<file path="src/rtl/riscv_core_ahb_arbiter.sv">
// Two-requester AHB-Lite arbiter: instruction fetch (IF) and load/store (LS)
// share one master port. LS has priority, bounded by a fetch starvation counter.
module riscv_core_ahb_arbiter #(
  parameter int unsigned MAX_STARVE = 4
) (
  input  logic        CLK,
  input  logic        RST,
  input  logic        if_req,
  input  logic [31:0] if_addr,
  output logic        if_gnt,
  output logic        if_rvalid,
  output logic [31:0] if_rdata,
  output logic        if_err,
  input  logic        ls_req,
  input  logic [31:0] ls_addr,
  input  logic        ls_write,
  input  logic [2:0]  ls_size,
  input  logic [31:0] ls_wdata,
  output logic        ls_gnt,
  output logic        ls_rvalid,
  output logic [31:0] ls_rdata,
  output logic        ls_err,
  output logic [31:0] HADDR,
  output logic [1:0]  HTRANS,
  output logic        HWRITE,
  output logic [2:0]  HSIZE,
  output logic [31:0] HWDATA,
  input  logic [31:0] HRDATA,
  input  logic        HREADY,
  input  logic        HRESP
);

  localparam int unsigned CW = 4;
  localparam logic [2:0]  SIZE_WORD = 3'b010;
  localparam logic [1:0]  TRANS_IDLE = 2'b00;
  localparam logic [1:0]  TRANS_NONSEQ = 2'b10;

  typedef enum logic {OWN_IF = 1'b0, OWN_LS = 1'b1} owner_e;

  // Address-phase slot
  logic        a_valid;
  owner_e      a_owner;
  logic [31:0] a_addr;
  logic        a_write;
  logic [2:0]  a_size;
  logic [31:0] a_wdata;

  // Data-phase slot; wdata is zeroed for reads so it drives HWDATA directly
  logic        d_valid;
  owner_e      d_owner;
  logic [31:0] d_wdata;

  logic [CW-1:0] starve;

  logic advance_c;
  logic pick_ls_c;
  logic pick_if_c;
  logic complete_c;

  // Arbitration: LS wins unless IF has been passed over MAX_STARVE times
  always_comb begin
    advance_c  = !a_valid || HREADY;
    pick_ls_c  = ls_req && (!if_req || (starve < CW'(MAX_STARVE)));
    pick_if_c  = if_req && !pick_ls_c;
    if_gnt     = RST && advance_c && pick_if_c;
    ls_gnt     = RST && advance_c && pick_ls_c;
    complete_c = RST && d_valid && HREADY;
  end

  // Fetch starvation counter, saturating at MAX_STARVE
  always_ff @(posedge CLK) begin
    if (!RST) begin
      starve <= '0;
    end else if (if_gnt || !if_req) begin
      starve <= '0;
    end else if (ls_gnt && (starve != CW'(MAX_STARVE))) begin
      starve <= starve + CW'(1);
    end
  end

  // Address slot loads the winner (or empties) whenever the bus can advance
  always_ff @(posedge CLK) begin
    if (!RST) begin
      a_valid <= 1'b0;
      a_owner <= OWN_IF;
      a_addr  <= '0;
      a_write <= 1'b0;
      a_size  <= '0;
      a_wdata <= '0;
    end else if (advance_c) begin
      a_valid <= if_gnt || ls_gnt;
      a_owner <= ls_gnt ? OWN_LS : OWN_IF;
      a_addr  <= ls_gnt ? ls_addr : (if_gnt ? if_addr : 32'h0);
      a_write <= ls_gnt && ls_write;
      a_size  <= ls_gnt ? ls_size : (if_gnt ? SIZE_WORD : 3'b000);
      a_wdata <= ls_gnt ? ls_wdata : 32'h0;
    end
  end

  // Data slot follows the address slot only on HREADY, so wait states hold it
  always_ff @(posedge CLK) begin
    if (!RST) begin
      d_valid <= 1'b0;
      d_owner <= OWN_IF;
      d_wdata <= '0;
    end else if (HREADY) begin
      d_valid <= a_valid;
      d_owner <= a_owner;
      d_wdata <= (a_valid && a_write) ? a_wdata : 32'h0;
    end
  end

  // Bus drive and response routing
  always_comb begin
    HTRANS    = a_valid ? TRANS_NONSEQ : TRANS_IDLE;
    HADDR     = a_addr;
    HWRITE    = a_write;
    HSIZE     = a_size;
    HWDATA    = d_wdata;
    if_rvalid = complete_c && (d_owner == OWN_IF);
    ls_rvalid = complete_c && (d_owner == OWN_LS);
    if_err    = if_rvalid && HRESP;
    ls_err    = ls_rvalid && HRESP;
    if_rdata  = HRDATA;
    ls_rdata  = HRDATA;
  end

endmodule

</file>
<file path="config.mk">
export PLATFORM = sky130hd
export DESIGN_NAME = riscv_core_ahb_arbiter
export DESIGN_NICKNAME = d
export VERILOG_FILES = /design/src/rtl/riscv_core_ahb_arbiter.sv
export SDC_FILE = /design/constraint.sdc
export NUM_CORES = 1
export LEC_CHECK = 0
export BUFFER_PORTS_ARGS = -buffer_cell sky130_fd_sc_hd__buf_2
export CORE_ASPECT_RATIO = 0.7
export CORE_MARGIN = 8
export CORE_UTILIZATION = 47
export DETAILED_ROUTE_END_ITERATION = 16
export PLACE_DENSITY = 0.92
export SYNTH_ARGS = -nofsm -noshare
export SYNTH_HDL_FRONTEND = slang
export SYNTH_SLANG_ARGS = --single-unit
export TNS_END_PERCENT = 5
</file>
<file path="constraint.sdc">
create_clock -name CLK -period 2.5 [get_ports CLK]
set_input_delay 0.375 -clock CLK [delete_from_list [all_inputs] [get_ports CLK]]
set_output_delay 0.375 -clock CLK [all_outputs]
set_load 0.05 [all_outputs]
</file>
Word-level counts from Yosys, hierarchy flattened
Cells that the tools add are included.
- $add $sub $neg: 1
- equality and inequality tests: 1
- bitwise gates (word level): 2
- $lt $le $gt $ge: 1
- reduce and logical (&&, ||, !) cells: 22
- multiplexer cells: 8
- operator list (kind ; number):
    32-bit 2-to-1 mux ; 4
    1-bit logical AND ; 14
    4-bit by 1-bit adder with 4-bit output, second input constant ; 1
    1-bit logical OR ; 4
    4-bit by 3-bit < comparator with 1-bit output, second input constant ; 1
    2-bit 2-to-1 mux ; 2
    4-bit by 3-bit inequality test with 1-bit output, second input constant ; 1
    1-bit zero test ; 3
    3-bit 2-to-1 mux ; 1
    1-bit NOT ; 2
    2-bit OR reduction ; 1
    1-bit 2-to-1 mux ; 1
- logic and storage cells: 45
- output and inout port bits: 140
- register bits: 108
- input bits: 138

Longest topological paths before layout
Gate-level depths: netlist of run 1.
- depth after elaboration: 8
- depth in mapped cells: 7
- mapped depth without buffers: 5

Least setup slack after synthesis of run 1
OpenSTA, ideal clock, no wires.
- path kind: input port to output port
- from: input HREADY
- to: output ls_err
- slack: 0.496 ns
- buffers on the path: 2
- arrival: 1.629 ns
- data required time: 2.125 ns
- stages on the path: 4
- cells stage by stage: buf_2 -> buf_1 -> nand2_1 -> nor2_1
- word-level cells in the longest chain between the ends: 3
- RTL lines (item ; RTL line ; text):
    start, declared ; 29 ; input logic HREADY,
    1-bit logical AND ; 67 ; complete_c = RST && d_valid && HREADY;
    1-bit logical AND ; 121 ; ls_rvalid = complete_c && (d_owner == OWN_LS);
    1-bit logical AND ; 123 ; ls_err = ls_rvalid && HRESP;
    end, declared ; 22 ; output logic ls_err,
No other way between the ends.

Final worst setup path of run 1
- from: register a_valid
- to: output if_gnt
- word-level cells in the longest chain between the ends: 4
- RTL lines (item ; RTL line ; text):
    start, declared ; 41 ; logic a_valid;
    start signal, assigned ; 91 ; a_valid <= if_gnt || ls_gnt;
    1-bit zero test ; 62 ; advance_c = !a_valid || HREADY;
    1-bit logical OR ; 62 ;
    1-bit logical AND (2 in a row) ; 65 ; if_gnt = RST && advance_c && pick_if_c;
    end, declared ; 10 ; output logic if_gnt,
No other way between the ends.

==> metrics, run 1 <==
Die Y 98.4 um; vias in the first global route just under 4000; Synth Area per Inst 10.2 um^2; commonest cells after routing, fill and taps aside 180 x buf_2, 108 x dfxtp_1, 67 x nor2b_1; Via density ~5.4; DP Wirelength 9.02 mm; delay-heaviest family, CP simple AND/OR/NAND/NOR gates; Worst Path Max Fanout 11; cell breakdown of the critical path nor2b_1 -> buf_4 -> nor3_4 -> buf_2; full die area ~0.013 mm^2; Post-Route WL around 12 mm; CP Launch Type flop; clock sinks roughly 110; Ports between 200 and 300; post-route setup TNS 0 ps; Max-Slew Margin vs Limit roughly a quarter; Syn Inst Count 448; fin. max-slew vios 0; DR DRC count 0; type of the worst min-delay path in -> reg; row count 30; Reg-to-Reg End HADDR[14]; post-CTS sizing 0; P_leak around 2.5 nW; Final Hold Viols 0; synthesized area 0.00456 mm^2; H-tree levels 3; Util after Layout between 50% and 60%; post-CTS setup buffer count 0; count of different cell masters after synthesis 34; grt ovf 0; Required @ worst endpoint 2120 ps; Placer Congestion 0.810; Root Buffer clkbuf_16; R2R depth 3; Synthesized Nets 588; Critical path buffers and inverters 2; R2R Setup Slk 620 ps; Initial DRC Count 190; layout cells sized above 1 37.8%; routed length per placed instance 18.2 um; Critical Path End Type output pin; min-delay src ls_wdata[5]; status finished, final reports clean; leading cell type in the layout, fill and taps excluded buf_2; FFs w/ async S/R, synth 0%; Final setup viols 0; area of the core 0.00957 mm^2; worst setup path class reg -> out; Hold Crit Endpoint a_wdata[5]; CP max stage delay 480 ps; number of enable flip-flop cells after synthesis 0; Die Width 134 um; MaxCap Viol Count 0; CTS tree done; Yosys warning total 0; Tmin final ~2200 ps; Peak Freq 0.445 GHz; Tcrit/Tclk final 90.0%; GRT Overall Usage 18.2%; synthesized flop and latch total 108; hold buffers post-CTS 0; DR vias 3666; ys flop type dfxtp_1; CP startpoint a_valid; Clock Skew about 6.0 ps; maximum vdd drop between 0.3 and 0.4 mV; RSZ-0062 raised after global routing no; power per standard cell area 694 mW/mm^2; P&R area growth vs syn 16.3%; register area share after synthesis 47.4%; worst r2r src a_valid; first-pass GRT wire length approximately 20 mm; nets@finish 688; Starting Density 47.7%; TritonRoute pass-1 iters 4; Clock Pin Slew Worst Setup and Hold Paths 70 ps; critical-path cell with the highest stage delay nor3_4; post-route ant nets 0; CTS Buf Count 9; Longest Clk Path Bufs 2; initial antenna violation count 0; critical path data arrival time 1870 ps; # port buffers 180; Tightest Pin Transition 1140 ps; pin count of the biggest net entering global routing between 60 and 70; worst hold path depth 2; clk_lat worst skew 340 ps
synthesized netlist by cell type (4+ instances only):
cell,n,share of area (%)
a221o_1,32,7.0
a21oi_1,34,3.7
mux2i_1,4,0.88
buf_6,6,1.5
clkbuf_1,13,1.1
a22o_1,35,6.7
buf_4,66,11
buf_2,12,1.3
nand2_1,4,0.33
and2_1,32,4.4
dfxtp_1,108,47
nor2_1,6,0.49
nor2b_1,67,9.2
o2111ai_1,4,0.77
report_power, final:
group          internal (W)  switching [W]  leakage (nW)
clock              0.000743       0.000651         0.140
sequential          0.00179      0.0000381         0.882
combinational      0.000167       0.000298          1.43
worst max path at each step:
stage / cells past startpoint / end
4_1_cts: 4 / if_gnt
3_3_place_gp: 4 / HADDR[1]
6_report: 4 / if_gnt
2_1_floorplan: 4 / ls_err
3_5_place_dp: 4 / HADDR[14]
5_1_grt: 4 / if_gnt
flip-flops by register name, summed over array words and instances (netlist names):
name	count
starve	4
d_owner	1
a_owner	1
a_valid	1
HWRITE	1
HWDATA	32
d_valid	1
a_wdata	32
HSIZE	3
HADDR	32
cells by family (layout without fill, tap and decap cells):
group	count (synthesis)	count (layout)	share of synthesized area, %
flip-flops	108	108	47.4
adder cells (fa/ha/maj)	2	2	0.548
other	1	2	0.0822
AND/OR/NAND/NOR	120	120	16.5
AO/OA/AOI/OAI	113	113	19.7
buffers and inverters	100	205	15.0
multiplexers	4	4	0.877
metrics by stage:
step | instances | setup WS (ps) | power [W] | hold WS (ps) | area (um^2)
floorplan | 448 | 496 | 0.00244 | 426 | 4560
global placement | 665 | 528 | 0.00232 | 434 | 5010
detailed placement | 665 | 478 | 0.00233 | 443 | 5010
CTS | 681 | 233 | 0.00373 | 226 | 5310
global route | 681 | 148 | 0.00383 | 234 | 5310
finish | 682 | 251 | 0.00369 | 245 | 5310
layout make-up:
class / instances / area (um^2)
fillers: 844 / 4260
flip-flops and latches: 108 / 2160
multi-input cells: 240 / 1730
repair buffers: 187 / 953
clock buffers: 11 / 253
well taps: 128 / 160
clock inverters: 5 / 43.8
inverters: 2 / 7.51
diodes: 1 / 2.50
metal layers:
layer	global-route usage [%]	up-vias	share of wire (%)	wire length, um
li1	-	1698	-	-
met4	5.16	0	0.91	113
met2	30.2	172	49	6040
met5	0	-	0	0
met3	8.28	17	9.4	1170
met1	20.8	1779	41	5100
Note: power is estimated with default switching activity, not from simulation.
==> run 2, diff against run 1 <==
- ABC_AREA: default -> 1
- CORE_UTILIZATION: 47 -> 46
- PLACE_DENSITY: 0.92 -> 0.91
==> metrics, run 2 <==
status finished, final reports clean; post-route setup TNS 0 ps; # port buffers 180; initial antenna violation count 0; Via density 4.63; FILL cells 922; Reg-to-Reg End HADDR[4]; Die Y just under 100 um; Layout Cell Area excl Fill ~0.0052 mm^2; GRT Overall Usage 17.4%; P_sw 0.00101 W; critical path data arrival time 1650 ps; worst hold path depth 3; Tmin final between 2000 and 2500 ps; pin count of the biggest net entering global routing 36; P&R area growth vs syn 17.7%; top cell type's share of synthesized area 48.8%; vias in the first global route 3808; largest area contributor in the netlist dfxtp_1; clk_lat worst skew 340 ps; Hold Crit Endpoint HSIZE[2]; RSZ-0062 raised after global routing no; routed length per placed instance 13.7 um; post-CTS setup buffer count 0; DR DRC count 0; Ports approximately 280; synthesized area 0.00443 mm^2; worst setup path class reg -> out; R2R depth 6; Peak Freq 0.493 GHz; clock share of power 37.6%; DP Area 0.00492 mm^2; fin. max-slew vios 0; Longest Clk Path Bufs 2; # diodes 0; Required @ worst endpoint ~2100 ps; Initial DRC Count 165; Synthesized Nets 739; FFs w/ async S/R, synth 0%; switching share of power 27.8%; nets@finish 846; most common cell in the netlist nand2_1; hold buffers post-CTS 0; CP max stage delay 330 ps; clock sinks 108; Clock Pin Slew Worst Setup and Hold Paths 70 ps; Die Width roughly 130 um; number of enable flip-flop cells after synthesis 0; Critical Path End Type output pin; first-pass GRT wire length 18.8 mm; Yosys warning total 0; CTS tree done; Power Internal 0.00262 W; MaxCap Viol Count 0; Util after Layout between 50% and 60%; TritonRoute pass-1 iters 4; Starting Density between 40% and 50%; critical-path cell with the highest stage delay dfxtp_1; R2R Setup Slk 890 ps; maximum vdd drop 0.322 mV; main area contributors after synthesis dfxtp_1 49%, nand2_1 24%, buf_4 11%; post-route ant nets 0; type of the worst min-delay path in -> reg; Reg power frac 50.3%; leading cell type in the layout, fill and taps excluded nand2_1; Post-Route WL 11.5 mm; Worst Path Max Fanout 15; cell breakdown of the critical path o21ai_1 -> nand3_2 -> inv_2 -> buf_2; grt ovf 0; delay-heaviest family, CP buffers and inverters; area of the core 0.00953 mm^2; Final setup viols 0; Final Hold Viols 0; ys flop type dfxtp_1; P_leak 2.64 nW; register area share after synthesis 48.8%; min-delay src ls_size[2]; count of different cell masters after synthesis 23; CP Launch Type flop; DR vias 3884; CTS Buf Count 9; row count 30; Critical path buffers and inverters 2; layout cells sized above 1 between 20% and 30%; post-CTS sizing 0; Clock Skew 8.13 ps; Tcrit/Tclk final 81.1%; Root Buffer clkbuf_16; Logic pwr share roughly an eighth; DP Wirelength between 8 and 9 mm; synthesized flop and latch total 108; H-tree levels 3; power per standard cell area just under 700 mW/mm^2; Syn Inst Count 599; full die area about 0.013 mm^2; commonest cells after routing, fill and taps aside 278 x nand2_1, 180 x buf_2, 108 x dfxtp_1; worst r2r src starve[3]; ranking of synthesized cells by instance count 278 x nand2_1, 108 x dfxtp_1, 67 x buf_4; Placer Congestion 0.838; Synth Area per Inst 7.40 um^2
[run 2: tightest hold or removal path: cells and delay by family]
kind	cells	cell delay (ps)
simple gates	2	80
buf+inv	1	70
[run 2: through the flow]
step                instances  total power, W  hold WS, ps  setup slack [ps]
global placement          823         0.00230          434               710
global route              839         0.00380          209               320
detailed placement        823         0.00231          439               685
finish                    839         0.00363          218               474
floorplan                 599         0.00242          422               573
CTS                       839         0.00368          202               441
[run 2: how the worst max path moves through the flow]
stage | startpoint | to | slack, ps | depth (start not counted)
2_1_floorplan | RST | if_err | 570 | 2
3_3_place_gp | RST | if_gnt | 710 | 6
3_5_place_dp | RST | ls_gnt | 680 | 6
4_1_cts | starve[3] | ls_gnt | 440 | 4
5_1_grt | starve[3] | ls_gnt | 320 | 4
6_report | starve[3] | ls_gnt | 470 | 4
[run 2: layer usage]
layer | up-vias | part of all wire [%] | global-route usage [%]
li1 | 1998 | - | -
met1 | 1690 | 43 | 20.2
met2 | 192 | 45 | 27.2
met3 | 4 | 12 | 9.74
met4 | 0 | 0.50 | 4.04
met5 | - | 0 | 0
[run 2: final cells by class]
cell class / instances / area (um^2) / share of cell area, %
timing repair buffer: 188 / 961 / 18.4
sequential: 108 / 2160 / 41.4
clock inverter: 7 / 71.3 / 1.37
tap: 128 / 160 / 3.07
inverter: 20 / 75.1 / 1.44
clock buffer: 9 / 225 / 4.32
multi-input combinational: 379 / 1560 / 30.0
[run 2: cell families after synthesis]
family                   Yosys count  synth area share, %
adder cells (fa/ha/maj)            2                0.564
other                              1               0.0846
AND/OR/NAND/NOR                  334                 29.8
flip-flops                       108                 48.8
buffers and inverters            112                 16.1
AO/OA/AOI/OAI                     42                 4.77
[run 2: power by group through the flow]
stage	logic (W)	clock network (W)	registers (W)
after floorplan	0.000418	0	0.00200
after global placement	0.000436	0	0.00186
after detailed placement	0.000444	0	0.00186
after CTS	0.000444	0.00141	0.00182
after global routing	0.000476	0.00149	0.00183
final	0.000440	0.00137	0.00183
